### src/rtl/ctrl_pkg.sv
// Shared types and encodings for the multi-cycle controller: FSM states,
// pc_src selects, opcode prefixes, instruction classes and the decoded control bundle.
package ctrl_pkg;

  typedef enum logic [2:0] {FETCH, DECODE, EXEC, MEM, WB, HALT} state_t;

  localparam logic [1:0] PC_NEXT   = 2'b00;
  localparam logic [1:0] PC_TARGET = 2'b01;
  localparam logic [1:0] PC_STACK  = 2'b10;

  localparam logic [1:0] OP_RTYPE  = 2'b00;
  localparam logic [1:0] OP_IMM    = 2'b01;
  localparam logic [2:0] OP_MEM    = 3'b100;
  localparam logic [2:0] OP_BRANCH = 3'b101;
  localparam logic [2:0] OP_SHIFT  = 3'b110;
  localparam logic [3:0] OP_JUMP   = 4'b1110;
  localparam logic [5:0] OP_RET    = 6'b111100;

  localparam logic [1:0] MEM_LOAD  = 2'b00;
  localparam logic [1:0] MEM_STORE = 2'b01;

  typedef enum logic [3:0] {
    CL_ALU, CL_SHIFT, CL_LOAD, CL_STORE, CL_BRANCH,
    CL_JUMP, CL_JSB, CL_RET, CL_HALT, CL_ILLEGAL
  } iclass_t;

  typedef struct packed {
    logic [2:0] acode;
    logic [1:0] scode;
    logic       alu_src;
    logic [1:0] cond;
  } ctrl_t;

  function automatic logic cond_met(input logic [1:0] cond, input logic zero,
                                    input logic carry);
    case (cond)
      2'b00:   return zero;
      2'b01:   return !zero;
      2'b10:   return carry;
      default: return !carry;
    endcase
  endfunction

endpackage

### src/rtl/instr_decoder.sv
// Combinational opcode decoder: classifies the latched IR and extracts the
// ALU/shift/branch fields, all relative to the instruction MSB.
module instr_decoder
  import ctrl_pkg::*;
#(
  parameter int INSTR_W = 19
) (
  input  logic [INSTR_W-1:0] ir,
  output iclass_t            iclass,
  output ctrl_t              ctrl
);

  localparam int M = INSTR_W - 1;

  always_comb begin
    iclass = CL_ILLEGAL;
    ctrl   = '0;
    if (&ir) begin
      iclass = CL_HALT;
    end else if (ir[M:M-1] == OP_RTYPE || ir[M:M-1] == OP_IMM) begin
      iclass       = CL_ALU;
      ctrl.acode   = ir[M-2:M-4];
      ctrl.alu_src = ir[M-1];
    end else if (ir[M:M-2] == OP_SHIFT) begin
      iclass     = CL_SHIFT;
      ctrl.scode = ir[M-3:M-4];
    end else if (ir[M:M-2] == OP_MEM) begin
      if (ir[M-3:M-4] == MEM_LOAD)       iclass = CL_LOAD;
      else if (ir[M-3:M-4] == MEM_STORE) iclass = CL_STORE;
    end else if (ir[M:M-2] == OP_BRANCH) begin
      iclass    = CL_BRANCH;
      ctrl.cond = ir[M-3:M-4];
    end else if (ir[M:M-3] == OP_JUMP) begin
      iclass = ir[M-4] ? CL_JSB : CL_JUMP;
    end else if (ir[M:M-5] == OP_RET) begin
      iclass = CL_RET;
    end
  end

endmodule

### src/rtl/multicycle_controller.sv
// Multi-cycle MIPS controller: FETCH/DECODE/EXEC/MEM/WB sequencing with fetch and
// data-memory handshakes, a saturating return-stack depth tracker and a HALT state.
module multicycle_controller
  import ctrl_pkg::*;
#(
  parameter int INSTR_W     = 19,
  parameter int STACK_DEPTH = 8,
  parameter int SD_W        = $clog2(STACK_DEPTH + 1)
) (
  input  logic               clk,
  input  logic               rst,
  input  logic [INSTR_W-1:0] instruction,
  input  logic               instr_valid,
  input  logic               zero,
  input  logic               carry,
  input  logic               mem_ack,
  output logic               fetch_req,
  output logic               pc_write,
  output logic [1:0]         pc_src,
  output logic               reg2_read_source,
  output logic               alu_src,
  output logic               mem_or_alu,
  output logic               is_shift,
  output logic               reg_write_signal,
  output logic               mem_req,
  output logic               mem_read_write,
  output logic               stack_push,
  output logic               stack_pop,
  output logic [2:0]         acode,
  output logic [1:0]         scode,
  output logic               halted,
  output logic               stack_fault,
  output logic               illegal
);

  state_t           state, state_nx;
  logic [INSTR_W-1:0] ir;
  logic [SD_W-1:0]  depth;
  logic             fault_q;
  iclass_t          iclass;
  ctrl_t            ctrl;
  logic             push_ok, pop_ok;

  instr_decoder #(.INSTR_W(INSTR_W)) u_dec (
    .ir    (ir),
    .iclass(iclass),
    .ctrl  (ctrl)
  );

  assign push_ok = (depth != SD_W'(STACK_DEPTH));
  assign pop_ok  = (depth != '0);

  always_ff @(posedge clk) begin
    if (rst) begin
      state   <= FETCH;
      ir      <= '0;
      depth   <= '0;
      fault_q <= 1'b0;
    end else begin
      state <= state_nx;
      if (state == FETCH && instr_valid) ir <= instruction;
      if (stack_push)     depth <= depth + SD_W'(1);
      else if (stack_pop) depth <= depth - SD_W'(1);
      if (stack_fault) fault_q <= 1'b1;
    end
  end

  // Outputs are forced low while rst is high so the reset cycle itself is quiet.
  always_comb begin
    state_nx         = state;
    fetch_req        = 1'b0;
    pc_write         = 1'b0;
    pc_src           = PC_NEXT;
    reg2_read_source = 1'b0;
    alu_src          = 1'b0;
    mem_or_alu       = 1'b0;
    is_shift         = 1'b0;
    reg_write_signal = 1'b0;
    mem_req          = 1'b0;
    mem_read_write   = 1'b0;
    stack_push       = 1'b0;
    stack_pop        = 1'b0;
    acode            = '0;
    scode            = '0;
    halted           = 1'b0;
    stack_fault      = 1'b0;
    illegal          = 1'b0;
    if (!rst) begin
      stack_fault = fault_q;
      case (state)
        FETCH: begin
          fetch_req = 1'b1;
          if (instr_valid) state_nx = DECODE;
        end
        DECODE: begin
          case (iclass)
            CL_HALT:    state_nx = HALT;
            CL_ILLEGAL: begin
              illegal  = 1'b1;
              pc_write = 1'b1;
              state_nx = FETCH;
            end
            default:    state_nx = EXEC;
          endcase
        end
        EXEC: begin
          state_nx = FETCH;
          case (iclass)
            CL_ALU: begin
              acode            = ctrl.acode;
              alu_src          = ctrl.alu_src;
              mem_or_alu       = 1'b1;
              reg_write_signal = 1'b1;
              pc_write         = 1'b1;
            end
            CL_SHIFT: begin
              scode            = ctrl.scode;
              is_shift         = 1'b1;
              mem_or_alu       = 1'b1;
              reg_write_signal = 1'b1;
              pc_write         = 1'b1;
            end
            CL_BRANCH: begin
              pc_write = 1'b1;
              pc_src   = cond_met(ctrl.cond, zero, carry) ? PC_TARGET : PC_NEXT;
            end
            CL_JUMP: begin
              pc_write = 1'b1;
              pc_src   = PC_TARGET;
            end
            CL_JSB: begin
              if (push_ok) begin
                stack_push = 1'b1;
                pc_write   = 1'b1;
                pc_src     = PC_TARGET;
              end else begin
                stack_fault = 1'b1;
                state_nx    = HALT;
              end
            end
            CL_RET: begin
              if (pop_ok) begin
                stack_pop = 1'b1;
                pc_write  = 1'b1;
                pc_src    = PC_STACK;
              end else begin
                stack_fault = 1'b1;
                state_nx    = HALT;
              end
            end
            CL_LOAD, CL_STORE: begin
              reg2_read_source = 1'b1;
              alu_src          = 1'b1;
              state_nx         = MEM;
            end
            default: state_nx = FETCH;
          endcase
        end
        MEM: begin
          mem_req          = 1'b1;
          reg2_read_source = 1'b1;
          alu_src          = 1'b1;
          mem_read_write   = (iclass == CL_STORE);
          if (mem_ack) begin
            if (iclass == CL_STORE) begin
              pc_write = 1'b1;
              state_nx = FETCH;
            end else begin
              state_nx = WB;
            end
          end
        end
        WB: begin
          reg_write_signal = 1'b1;
          pc_write         = 1'b1;
          state_nx         = FETCH;
        end
        HALT:    halted = 1'b1;
        default: state_nx = FETCH;
      endcase
    end
  end

endmodule

### config.mk
export PLATFORM = sky130hd
export DESIGN_NAME = multicycle_controller
export DESIGN_NICKNAME = d
export VERILOG_FILES = /design/src/rtl/ctrl_pkg.sv /design/src/rtl/instr_decoder.sv /design/src/rtl/multicycle_controller.sv
export SDC_FILE = /design/constraint.sdc
export NUM_CORES = 1
export LEC_CHECK = 0
export CORE_ASPECT_RATIO = 1.25
export CORE_MARGIN = 2
export CORE_UTILIZATION = 44
export DETAILED_ROUTE_END_ITERATION = 10
export PLACE_DENSITY_LB_ADDON = 0.12
export SYNTH_ARGS = -nofsm -noshare
export SYNTH_HDL_FRONTEND = slang
export SYNTH_HIERARCHICAL = 1
export SYNTH_SLANG_ARGS = --single-unit
### constraint.sdc
create_clock -name clk -period 2.9 [get_ports clk]
set_clock_uncertainty 0.15 [all_clocks]
set_input_delay 0.29 -clock clk [delete_from_list [all_inputs] [get_ports clk]]
set_output_delay 0.29 -clock clk [all_outputs]
set_load 0.005 [all_outputs]
==> impl_metrics.env, run 1 <==
export IMPL_clkLatencyLatePin_ns=0.27
export IMPL_totalPowerFinal_mw=0.878
export IMPL_critical_path_class="flip-flop to flip-flop"
export IMPL_layout_setup_ws_ns=0.0625
export IMPL_vias=1763
export IMPL_syn2layout_area_growth_pct=39.5
export IMPL_track_usage_pct=19.1
export IMPL_yosys_most_used_dff="dfxtp_1"
export IMPL_max_slew_margin_pct=52.8
export IMPL_dp_cells=330
export IMPL_postSynthCellCount=228
export IMPL_outcome="finished clean"
export IMPL_antenna_found_initial=0
export IMPL_nFillCells=418
export IMPL_worstPathArrival_ns=2.86
export IMPL_fmaxAchievable_mhz=352
export IMPL_grt_pass1_vias=1547
export IMPL_hold_path_class="flip-flop to flip-flop"
export IMPL_grt_pass1_wl_um=6800
export IMPL_cts_clk_slew_worst_paths_ns=0.09
export IMPL_finalCritPeriodShare_pct=97.8
export IMPL_ant_nets=0
export IMPL_drt_iter0_markers=101
export IMPL_wire_per_inst_um=12.6
export IMPL_pwr_share_seq_pct=48.1
export IMPL_num_io_pins=46
export IMPL_coreArea_sq_um=4030
export IMPL_synth_top_cell_by_area="dfxtp_1"
export IMPL_nNetsFinal=314
export IMPL_finalMaxSlewViolations=0
export IMPL_synth_most_common_cell="nand2_1"
export IMPL_holdPathStages=2
export IMPL_hold_ws_ns=0.311
export IMPL_drv_cap=0
export IMPL_hold_violations=0
export IMPL_final_cell_area_sq_um=2530
export IMPL_firstDrtPassIters=4
export IMPL_drt_wl_total_um=4290
export IMPL_drive_above_1_share_pct=21.8
export IMPL_synth_edf_count=0
export IMPL_via_per_inst=5.17
export IMPL_overflow=0
export IMPL_yosys_top_cells_area="dfxtp_1 (30%), nand2_1 (8.9%), a21oi_1 (8.3%)"
export IMPL_cts_sinks=27
export IMPL_netlist_area_sq_um=1820
export IMPL_post_place_ws_ns=0.0497
export IMPL_initial_utilization_pct=45.0
export IMPL_dieArea_sq_um=4660
export IMPL_power_frac_comb_pct=27.9
export IMPL_setup_viol=0
export IMPL_finalSetupTns_ns=0
export IMPL_reg2reg_depth=11
export IMPL_synthTopCellsByCount="nand2_1 (43), a21oi_1 (30), dfxtp_1 (27)"
export IMPL_synth_nets=256
export IMPL_path_max_fanout=8
export IMPL_stdcell_count=341
export IMPL_rows=26
export IMPL_io_buffers=45
export IMPL_fin_crit_ns=2.84
export IMPL_cts_root_buffer="clkbuf_8"
export IMPL_rsz0062_at_grt="yes"
export IMPL_worstMarginPinSlew_ns=0.705
export IMPL_dp_hpwl_um=3060
export IMPL_clock_power_share_pct=23.9
export IMPL_cts_tree="done"
export IMPL_drc=0
export IMPL_yosysWarnings=6
export IMPL_postPlaceCellArea_sq_um=2340
export IMPL_async_flop_share_pct=0
export IMPL_max_clock_path_buffers=2
export IMPL_power_density_nw_per_um2=347
export IMPL_ys_seq_area_share_pct=29.8
export IMPL_p_sw_mw=0.254
export IMPL_cp_data_required_time_ns=2.93
export IMPL_die_h_um=75.8
export IMPL_grt_max_degree=35
export IMPL_crit_path_start_kind="flip-flop"
export IMPL_ctsHoldBuffers=0
export IMPL_sw_frac_of_total_pct=28.9
export IMPL_antenna_cells=0
export IMPL_cts_buffers=3
export IMPL_ir_drop_mv=0.289
export IMPL_fp_dieW_um=61.5
export IMPL_worstSetupEndpointType="flip-flop"
export IMPL_utilization_pct=62.8
export IMPL_ys_ff_latch=27
export IMPL_ys_types=59
export IMPL_p_leak_nw=1.13
export IMPL_routabilityCongestion=0.859
export IMPL_h_tree_depth=1
export IMPL_p_int_mw=0.624
export IMPL_yosysTopAreaCellShare_pct=29.8
export IMPL_avgSynthCellArea_sq_um=7.96
[repair_timing]
action                                  in CTS  in global routing
pin swaps                                    1                  9
setup buffers                                0                  7
gates resized for setup                      8                 26
endpoints found under the setup margin       7                 19
[kinds of logic (layout without fill, tap and decap cells)]
group | count (synthesis) | in the layout | share of synthesized area, %
xor gates and xnor gates | 5 | 5 | 2.41
buffers and inverters | 24 | 81 | 8.89
adders and majority gates | 3 | 3 | 2.48
muxes | 5 | 5 | 2.76
and+or+nand+nor | 108 | 108 | 33.3
AOI/OAI and AO/OA | 56 | 56 | 20.4
DFF | 27 | 27 | 29.8
[metal layers]
metal / global-route usage [%] / routed length (um)
met4: 5.67 / 75
met1: 24.5 / 1860
met5: 0 / 0
met3: 2.55 / 124
met2: 33.2 / 2230
[cell usage in the layout (no fill, tap or decap), drive strengths merged, types with 5 or more instances in the layout]
cell / count
nor3: 9
nor2: 9
buf: 25
clkdlybuf4s50: 36
dfxtp: 27
nand2: 43
a21oi: 30
nor3b: 8
dlymetal6s2s: 7
inv: 7
and3: 8
clkbuf: 5
nor2b: 7
mux2i: 5
nand4: 7
[power groups by stage]
stage / clock network, mW / registers (mW) / logic, mW
6_report: 0.210 / 0.423 / 0.245
4_1_cts: 0.220 / 0.422 / 0.228
3_5_place_dp: 0 / 0.430 / 0.227
2_1_floorplan: 0 / 0.422 / 0.162
5_1_grt: 0.234 / 0.429 / 0.273
3_3_place_gp: 0 / 0.429 / 0.227
[state kept, by name, summed over array words and instances, names as in the netlist]
signal / count
ir: 19
depth: 4
state: 3
fault_q: 1
[worst max-delay path, cell delays in order, from the launching register on]
cell       delay, ns
dfxtp_4         0.38
o211ai_1        0.17
and3_1          0.24
nor2_2          0.08
and4bb_4        0.35
nand2_2         0.07
or2_4           0.26
ha_1            0.29
a21o_1          0.16
a21oi_2         0.18
mux2i_1         0.11
a2111oi_2       0.31
[final timing paths]
path	from	end	slack, ns
min	ir[9]	ir[9]	0.31
min reg2reg	ir[9]	ir[9]	0.31
max reg2reg	ir[14]	depth[3]	0.06
max	ir[14]	depth[3]	0.06
[area by class of cell]
type | instances | area [sq um] | area share (%)
Timing Repair Buffer | 70 | 661 | 26.1
Tap cell | 56 | 70.1 | 2.77
Inverter | 7 | 26.3 | 1.04
Sequential cell | 27 | 554 | 21.9
Clock buffer | 4 | 45.0 | 1.78
Multi-Input combinational cell | 177 | 1180 | 46.4
Power figures use the tool's default switching activity.
==> inputs of run 2 (changes only) <==
- CTS_BUF_LIST: default -> sky130_fd_sc_hd__clkbuf_16
- SLEW_MARGIN: default -> 40
==> run 2 against run 1 <==
Effect of this change:
- sequential share of layout area shrank 0.28 points
- critical path type unchanged
- highest routed layer unchanged
- final cell count is the same
- critical path depth is the same
- non-clock buffer count is the same
- hold slack lost 0.0050 ns
- core utilization grew 0.25 points
- flip-flop and latch count is the same
- total power grew 10%
- setup slack gained 0.046 ns
- clock power grew 46%
==> impl_metrics.env, run 2 (same netlist as run 1, synthesis figures left out) <==
export IMPL_r2r_start="ir[14]"
export IMPL_final_common_cell="nand2_1"
export IMPL_via_per_inst=5.14
export IMPL_drv_cap=0
export IMPL_finalCritPeriodShare_pct=96.2
export IMPL_antenna_cells=0
export IMPL_vias=1752
export IMPL_drt_iter0_markers=100
export IMPL_cp_data_required_time_ns=2.91
export IMPL_fin_crit_ns=2.79
export IMPL_rows=26
export IMPL_nFillCells=412
export IMPL_setup_viol=0
export IMPL_critical_path_class="flip-flop to flip-flop"
export IMPL_layout_common_cells="nand2_1 (42), clkdlybuf4s50_1 (37), a21oi_1 (28), buf_4 (24), dfxtp_1 (22)"
export IMPL_fp_dieW_um=61.5
export IMPL_track_usage_pct=19.6
export IMPL_routabilityCongestion=0.859
export IMPL_worstPathArrival_ns=2.80
export IMPL_syn2layout_area_growth_pct=40.0
export IMPL_max_clock_path_buffers=2
export IMPL_timing_hold_worst_start="ir[9]"
export IMPL_dieArea_sq_um=4660
export IMPL_grt_pass1_vias=1565
export IMPL_p_leak_nw=1.14
export IMPL_num_io_pins=46
export IMPL_rsz0062_at_grt="yes"
export IMPL_finalMaxSlewViolations=0
export IMPL_largest_reg_flops=19
export IMPL_cts_tree="done"
export IMPL_drc=0
export IMPL_cts_root_buffer="clkbuf_16"
export IMPL_totalPowerFinal_mw=0.969
export IMPL_worstMarginPinSlew_ns=0.689
export IMPL_max_slew_margin_pct=54.0
export IMPL_grt_pass1_wl_um=6900
export IMPL_initial_utilization_pct=45.0
export IMPL_worstSetupEndpointType="flip-flop"
export IMPL_reg_top3="ir x19, depth x4, state x3"
export IMPL_crit_path_start_kind="flip-flop"
export IMPL_nNetsFinal=314
export IMPL_fmaxAchievable_mhz=358
export IMPL_cts_buffers=3
export IMPL_io_buffers=45
export IMPL_ir_drop_mv=0.377
export IMPL_power_density_nw_per_um2=381
export IMPL_top_register="ir"
export IMPL_wire_per_inst_um=12.4
export IMPL_overflow=0
export IMPL_cts_sinks=27
export IMPL_antenna_found_initial=0
export IMPL_utilization_pct=63.0
export IMPL_h_tree_depth=1
export IMPL_drive_above_1_share_pct=20.0
export IMPL_outcome="finished clean"
export IMPL_path_max_fanout=8
export IMPL_dp_hpwl_um=3060
export IMPL_hold_violations=0
export IMPL_firstDrtPassIters=4
export IMPL_hold_path_class="flip-flop to flip-flop"
export IMPL_drt_wl_total_um=4230
export IMPL_die_h_um=75.8
export IMPL_worstSetupStartpoint="ir[14]"
export IMPL_grt_max_degree=35
export IMPL_cts_clk_slew_worst_paths_ns=0.06
export IMPL_coreArea_sq_um=4030
export IMPL_ant_nets=0
export IMPL_clkLatencyLatePin_ns=0.26
run 2: cell types whose count changed in the layout (fill, tap and decap cells not counted), sizes merged:
cell,delta
inv,+1
clkbuf,-2
clkdlybuf4s50,+1
run 2: where the power goes:
group	internal (mW)	total (mW)	switching [mW]	leakage [nW]
logic	0.125	0.241	0.116	0.876
registers	0.399	0.423	0.0237	0.223
clock network	0.185	0.306	0.121	0.0423
total	0.708	0.969	0.261	1.14
run 2: area by class of cell:
class,count,area [sq um],share of cell area [%]
multi-input cells,177,1160,45.6
repair buffers,70,658,25.9
flip-flops and latches,27,549,21.6
clock buffers,3,75.1,2.95
well taps,56,70.1,2.76
inverters,7,26.3,1.03
clock inverters,1,3.75,0.148
run 2: path summary, 6_finish.rpt:
| path | to | slack (ns) | depth (start not counted) |
|---|---|---|---|
| worst max-delay path | depth[3] | 0.11 | 11 |
| worst min-delay path | ir[9] | 0.31 | 2 |
| worst max register to register | depth[3] | 0.11 | 11 |
| worst min register to register | ir[9] | 0.31 | 2 |
run 2: stage by stage:
stage | instances | cell area (sq um) | hold slack (ns) | setup WS (ns) | setup TNS, ns
detailed placement | 330 | 2340 | 0.299 | 0.0497 | 0
finish | 341 | 2540 | 0.306 | 0.109 | 0
CTS | 334 | 2440 | 0.308 | 0.00815 | 0
floorplan | 228 | 1830 | 0.276 | 0.00101 | 0
global placement | 330 | 2340 | 0.291 | 0.116 | 0
global route | 341 | 2540 | 0.333 | -0.0730 | -0.203
run 2: metal layers:
layer	track usage [%]	wire length, um
met5	0	0
met4	7.80	74
met3	2.55	121
met2	33.3	2180
met1	24.9	1850
run 2: worst max-delay path, cell delays in order (launching register included):
cell       delay, ns
dfxtp_2         0.35
o211ai_1        0.18
and3_1          0.21
buf_4           0.18
and4bb_4        0.26
nand2_2         0.07
or2_4           0.26
ha_1            0.29
a21o_1          0.16
a21oi_2         0.17
mux2i_1         0.11
a2111oi_2       0.31
run 2: timing repair:
| action | CTS | global route |
|---|---|---|
| gates resized for setup | 8 | 15 |
| buffers inserted | 0 | 7 |
| endpoints found under the setup margin | 4 | 16 |
| hold buffers | 0 | 0 |
| pin swaps | 0 | 5 |
